==> config.mk <==
export PLATFORM = sky130hd
export DESIGN_NAME = booth_mul32_seq
export DESIGN_NICKNAME = d
export VERILOG_FILES = /design/src/rtl/booth_pkg.sv /design/src/rtl/booth_pp_gen.sv /design/src/rtl/booth_mul32_seq.sv
export SDC_FILE = /design/constraint.sdc
export NUM_CORES = 1
export LEC_CHECK = 0
export CAP_MARGIN = 10
export CORE_ASPECT_RATIO = 0.75
export CORE_UTILIZATION = 55
export CTS_CLUSTER_SIZE = 30
export DETAILED_ROUTE_END_ITERATION = 10
export MAX_ROUTING_LAYER = met4
export PLACE_DENSITY = 0.76
export RECOVER_POWER = 50
export SETUP_SLACK_MARGIN = 0.2
export SLEW_MARGIN = 20
export SYNTH_ARGS = -nofsm -noshare
export SYNTH_HDL_FRONTEND = slang
export SYNTH_SLANG_ARGS = --single-unit
export TNS_END_PERCENT = 1
==> constraint.sdc <==
create_clock -name clk -period 10.85 [get_ports clk]
set_clock_uncertainty 0.1 [all_clocks]
set_input_delay 2.17 -clock clk [delete_from_list [all_inputs] [get_ports clk]]
set_output_delay 2.17 -clock clk [all_outputs]
set_load 0.01 [all_outputs]
==> src/rtl/booth_pkg.sv <==
// Shared types and helpers for the sequential radix-4 Booth multiplier.
package booth_pkg;

  // Default operand width; the partial product carries two extra bits so that
  // -2 * (most negative x) still fits without wrapping.
  localparam int DEF_WIDTH = 32;
  localparam int PPW       = DEF_WIDTH + 2;

  // Booth digit selected by one 3-bit multiplier window.
  typedef enum logic [2:0] {
    ZERO = 3'd0,
    P1   = 3'd1,
    P2   = 3'd2,
    M1   = 3'd3,
    M2   = 3'd4
  } booth_digit_e;

  // Controller states.
  typedef enum logic [1:0] {
    IDLE = 2'd0,
    CALC = 2'd1,
    DONE = 2'd2
  } booth_state_e;

  // Radix-4 recoding of the window {y[2i+1], y[2i], y[2i-1]}.
  function automatic booth_digit_e booth_digit(input logic [2:0] win);
    booth_digit_e d;
    case (win)
      3'b001, 3'b010: d = P1;
      3'b011:         d = P2;
      3'b100:         d = M2;
      3'b101, 3'b110: d = M1;
      default:        d = ZERO;
    endcase
    return d;
  endfunction

endpackage

==> src/rtl/booth_pp_gen.sv <==
// Combinational partial-product generator: pp = digit(win) * xe, returned as a
// full two's-complement value (the +1 of the negation is resolved here).
module booth_pp_gen
  import booth_pkg::*;
#(
  parameter int W_PP = PPW
) (
  input  logic [2:0]      win,
  input  logic [W_PP-1:0] xe,
  output logic [W_PP-1:0] pp
);

  logic [W_PP-1:0] mag;
  logic            neg;

  // Select |d|*x, then negate for the minus digits.
  always_comb begin
    mag = '0;
    neg = 1'b0;
    case (booth_digit(win))
      P1: mag = xe;
      P2: mag = {xe[W_PP-2:0], 1'b0};
      M1: begin
        mag = xe;
        neg = 1'b1;
      end
      M2: begin
        mag = {xe[W_PP-2:0], 1'b0};
        neg = 1'b1;
      end
      default: mag = '0;
    endcase
    pp = neg ? (~mag + W_PP'(1)) : mag;
  end

endmodule

==> src/rtl/booth_mul32_seq.sv <==
// Iterative radix-4 Booth multiplier, one digit per clock.
//
//   state | meaning
//   ------+---------------------------------------------------------------
//   IDLE  | in_ready=1, waiting for operands
//   CALC  | one Booth digit accumulated per cycle, cnt = digit index
//   DONE  | out_valid=1, product held until out_ready (or abort)
//
// WIDTH must be even and >= 4; 2^CNT_W must exceed WIDTH/2+1.
module booth_mul32_seq
  import booth_pkg::*;
#(
  parameter int WIDTH = 32,
  parameter int CNT_W = 5
) (
  input  logic               clk,
  input  logic               rst_n,
  input  logic               in_valid,
  output logic               in_ready,
  input  logic               in_signed,
  input  logic [WIDTH-1:0]   in_x,
  input  logic [WIDTH-1:0]   in_y,
  input  logic               abort,
  output logic               out_valid,
  input  logic               out_ready,
  output logic [2*WIDTH-1:0] out_p,
  output logic               busy
);

  localparam int XW = WIDTH + 2;      // extended multiplicand / pp width
  localparam int YW = WIDTH + 3;      // extended multiplier plus y[-1]
  localparam int AW = 2 * WIDTH + 2;  // accumulator width

  // Index of the last digit: signed needs WIDTH/2 digits, unsigned one more
  // so the zero-extension bits are recoded as well.
  localparam logic [CNT_W-1:0] LAST_S = CNT_W'(WIDTH / 2 - 1);
  localparam logic [CNT_W-1:0] LAST_U = CNT_W'(WIDTH / 2);

  booth_state_e     state;
  logic [XW-1:0]    xe_q;
  logic [YW-1:0]    ye_q;
  logic [CNT_W-1:0] cnt_q;
  logic [CNT_W-1:0] last_q;
  logic [AW-1:0]    acc_q;

  logic [XW-1:0]    pp;
  logic [AW-1:0]    pp_ext;
  logic [AW-1:0]    acc_nxt;
  logic             y_ext;

  booth_pp_gen #(.W_PP(XW)) u_pp_gen (
    .win (ye_q[2:0]),
    .xe  (xe_q),
    .pp  (pp)
  );

  // Weight the current digit's partial product by 4^cnt and add it in.
  always_comb begin
    pp_ext  = {{(AW - XW){pp[XW-1]}}, pp};
    acc_nxt = acc_q + (pp_ext << {cnt_q, 1'b0});
    y_ext   = in_signed & in_y[WIDTH-1];
  end

  // Controller: operand load, digit iteration, result handoff and abort.
  always_ff @(posedge clk or negedge rst_n) begin
    if (!rst_n) begin
      state     <= IDLE;
      in_ready  <= 1'b1;
      out_valid <= 1'b0;
      busy      <= 1'b0;
      out_p     <= '0;
      xe_q      <= '0;
      ye_q      <= '0;
      cnt_q     <= '0;
      last_q    <= '0;
      acc_q     <= '0;
    end else begin
      case (state)
        IDLE: begin
          // abort is deliberately ignored here; a same-cycle request is taken.
          if (in_valid && in_ready) begin
            state    <= CALC;
            in_ready <= 1'b0;
            busy     <= 1'b1;
            xe_q     <= in_signed ? {{2{in_x[WIDTH-1]}}, in_x} : {2'b00, in_x};
            ye_q     <= {y_ext, y_ext, in_y, 1'b0};
            last_q   <= in_signed ? LAST_S : LAST_U;
            cnt_q    <= '0;
            acc_q    <= '0;
          end
        end

        CALC: begin
          if (abort) begin
            state    <= IDLE;
            in_ready <= 1'b1;
            busy     <= 1'b0;
            cnt_q    <= '0;
            acc_q    <= '0;
          end else begin
            acc_q <= acc_nxt;
            ye_q  <= {ye_q[YW-1], ye_q[YW-1], ye_q[YW-1:2]};
            cnt_q <= cnt_q + CNT_W'(1);
            if (cnt_q == last_q) begin
              state     <= DONE;
              out_valid <= 1'b1;
              out_p     <= acc_nxt[2*WIDTH-1:0];
            end
          end
        end

        DONE: begin
          // abort wins over out_ready; both leave without a further product.
          if (abort || out_ready) begin
            state     <= IDLE;
            in_ready  <= 1'b1;
            busy      <= 1'b0;
            out_valid <= 1'b0;
            cnt_q     <= '0;
            acc_q     <= '0;
          end
        end

        default: begin
          state     <= IDLE;
          in_ready  <= 1'b1;
          busy      <= 1'b0;
          out_valid <= 1'b0;
        end
      endcase
    end
  end

endmodule
==> impl_metrics.env <==
export IMPL_cp_start_kind="flip-flop"
export IMPL_fp_row_count=54
export IMPL_yosys_top_cells_area="dfrtp_1 (32%), nand2_1 (6.7%), ha_1 (5.3%)"
export IMPL_synth_nets=2120
export IMPL_vias=15660
export IMPL_post_cts_buffers=0
export IMPL_diodes=0
export IMPL_grt_usage_pct=34.26
export IMPL_cp_arrival_ps=8610
export IMPL_critPathCaptureType="flip-flop"
export IMPL_yosys_warnings=0
export IMPL_drc=0
export IMPL_gr_usage_met2_pct=48.35
export IMPL_worstMarginPinSlew_ps=4124
export IMPL_async_reset_ff_share_pct=100.0
export IMPL_grt_pass1_vias=14510
export IMPL_antenna_found_initial=0
export IMPL_cp_num_buf_inv=1
export IMPL_violations="max-capacitance violations, max-slew violations"
export IMPL_synth_edff_count=0
export IMPL_via_per_inst=6.469
export IMPL_place_gp_congestion=1.024
export IMPL_finalHoldViolations=0
export IMPL_cts_tree="done"
export IMPL_ctsHoldBuffers=0
export IMPL_final_common_cell="nand2_1"
export IMPL_synth_seq_cells=208
export IMPL_dp_slack_ps=2920
export IMPL_die_h_um=150.8
export IMPL_clk_latency_ps=560
export IMPL_rsz0062_at_grt="false"
export IMPL_cp_max_fo=11
export IMPL_synth_seq_area_share_pct=32.07
export IMPL_synth_area_sq_um=16230
export IMPL_ant_nets=0
export IMPL_die_area_sq_um=30210
export IMPL_routedWlPerCell_um=20.96
export IMPL_status="finished with violations"
export IMPL_finalCriticalPeriod_ps=8283
export IMPL_peakVddDrop_v=0.00009522
export IMPL_crit_path_top_delay_cell="a2111oi_0"
export IMPL_drv_cap=4
export IMPL_synth_area_leader_cell="dfrtp_1"
export IMPL_clockBufferDepth=3
export IMPL_fin_nets=2151
export IMPL_dr_pass1_iters=5
export IMPL_hpwl_um=36710
export IMPL_syn_to_final_growth_pct=13.96
export IMPL_drive_gt1_share_pct=8.580
export IMPL_grt_pass1_wl_um=80630
export IMPL_h_tree_depth=1
export IMPL_required_ps=11180
export IMPL_crit_top_cell="ha_1"
export IMPL_leakagePower_nw=8.515
export IMPL_cellPowerDensity_nw_per_um2=90.51
export IMPL_grt_util_met1_pct=49.59
export IMPL_postSynthCellCount=1980
export IMPL_dominantRegCellSynth="dfrtp_1"
export IMPL_cp_top_family="compound AO/OA/AOI/OAI gates"
export IMPL_syn_avg_cell_area_sq_um=8.199
export IMPL_cts_root_buf="clkbuf_16"
export IMPL_fin_tns_setup_ps=0
export IMPL_layout_common_cells="nand2_1 (286), dfrtp_1 (207), nor2_1 (188)"
export IMPL_io_buffers=136
export IMPL_clkTransAtPathRegs_ps=70
export IMPL_grt_ovfl_total=0
export IMPL_fmax_ghz=0.1207
export IMPL_wirelength_um=50720
export IMPL_drtIter0Drc=1497
export IMPL_hp_class="reg -> reg"
export IMPL_die_width_um=200.4
export IMPL_synth_top_area_share_pct=31.91
export IMPL_grtUsageMet3_pct=8.068
export IMPL_cts_resized_gates=0
export IMPL_fin_ws_ps=2567
export IMPL_synth_cell_types=83
export IMPL_cts_sinks=208
export IMPL_slew_headroom_pct=-174.9
export IMPL_busiest_layer="met1"
export IMPL_ios=137
export IMPL_slew_violations=254
export IMPL_grt_max_degree=75
export IMPL_initial_utilization_pct=55.87
export IMPL_crit_type="reg -> reg"
export IMPL_fin_crit_sh_pct=76.34
export IMPL_coreArea_sq_um=29050
export IMPL_slowest_delay_ps=920
export IMPL_setup_viol=0
export IMPL_cts_inserted_buffers=23
-- through the flow --
| stage | area, sq um | utilization, % | power (W) | std cells | hold slack [ps] |
|---|---|---|---|---|---|
| after floorplan | 16230 | - | 0.0007931 | 1980 | 349.7 |
| after global placement | 17700 | 60.93 | 0.0008356 | 2378 | 363.0 |
| after detailed placement | 17700 | 60.93 | 0.0008359 | 2378 | 381.9 |
| after CTS | 18520 | 63.74 | 0.001691 | 2420 | 397.3 |
| after global routing | 18500 | 63.67 | 0.001721 | 2420 | 425.2 |
| final | 18500 | 63.67 | 0.001674 | 2420 | 395.0 |
-- worst min-delay path, stage by stage, from the launching register on --
cell and delay, ps:
dfrtp_1 350, nand2_1 50, o21ai_0 60
-- per-layer routing --
layer  share of wire [%]  vias up
li1                    -     7331
met3                 9.4       66
met5                   0        -
met4                 1.6        0
met2                  41      714
met1                  47     7545
-- synthesized netlist by cell type (10+ instances only) --
master and count:
nand2b_1 11, dfrtp_1 207, nor2b_1 13, a22oi_1 28, and2_1 12, o211ai_1 24
ha_1 69, o31ai_1 13, a22o_1 68, or2_2 10, nand2_1 288, nand4_1 16
o21a_1 18, buf_2 12, a211oi_1 28, inv_1 27, nor3_1 29, nand3_1 44
a31oi_1 63, a21o_1 42, nor4_1 19, o21ai_0 107, clkbuf_1 121, nor2_1 190
o21bai_1 19, mux2i_1 53, and3_1 10, mux2_2 72, buf_1 17, xnor2_1 52
a21oi_1 131, xor2_1 31
-- where the power goes --
group | internal, W | switching, W
sequential | 0.000776 | 0
combinational | 0.0000225 | 0.0000214
clock | 0.000510 | 0.000345
-- cell type report --
type,count,area (sq um)
Sequential cell,208,5206
Clock inverter,13,188.9
Timing Repair Buffer,163,1543
Clock buffer,29,628.1
Multi-Input combinational cell,1585,10330
Fill cell,2510,10550
Inverter,30,112.6
Tap cell,392,490.5
-- state kept, by name, indices dropped and copies added, names as in the netlist --
register and cells:
acc_q 64, out_p 64, ye_q 35, xe_q 33
cnt_q 5, last_q 2, state 2, busy 1
in_ready 1, out_valid 1
-- logic make-up (layout without fill, tap and decap cells) --
kind of cell             after synthesis  in the layout  share of synthesized area, %
AO/OA/AOI/OAI                        638            638                         26.78
AND/OR/NAND/NOR                      667            667                         18.10
adder cells (fa/ha/maj)               70             70                         5.442
flip-flops                           208            208                         32.07
multiplexers                         127            127                         8.540
buffers and inverters                187            235                         4.586
XOR/XNOR                              83             83                         4.478
-- worst paths after layout --
check / startpoint / endpoint / slack, ps / depth (start not counted)
max in group asynchronous: rst_n / out_p[38] / 2900 / 2
hold / removal: acc_q[43] / acc_q[43] / 390 / 2
setup / recovery: ye_q[0] / out_p[60] / 2570 / 25
setup reg to reg: ye_q[0] / out_p[60] / 2570 / 25
min in group asynchronous: rst_n / acc_q[43] / 2970 / 1
hold reg to reg: acc_q[43] / acc_q[43] / 390 / 2
Power figures use the tool's default switching activity.
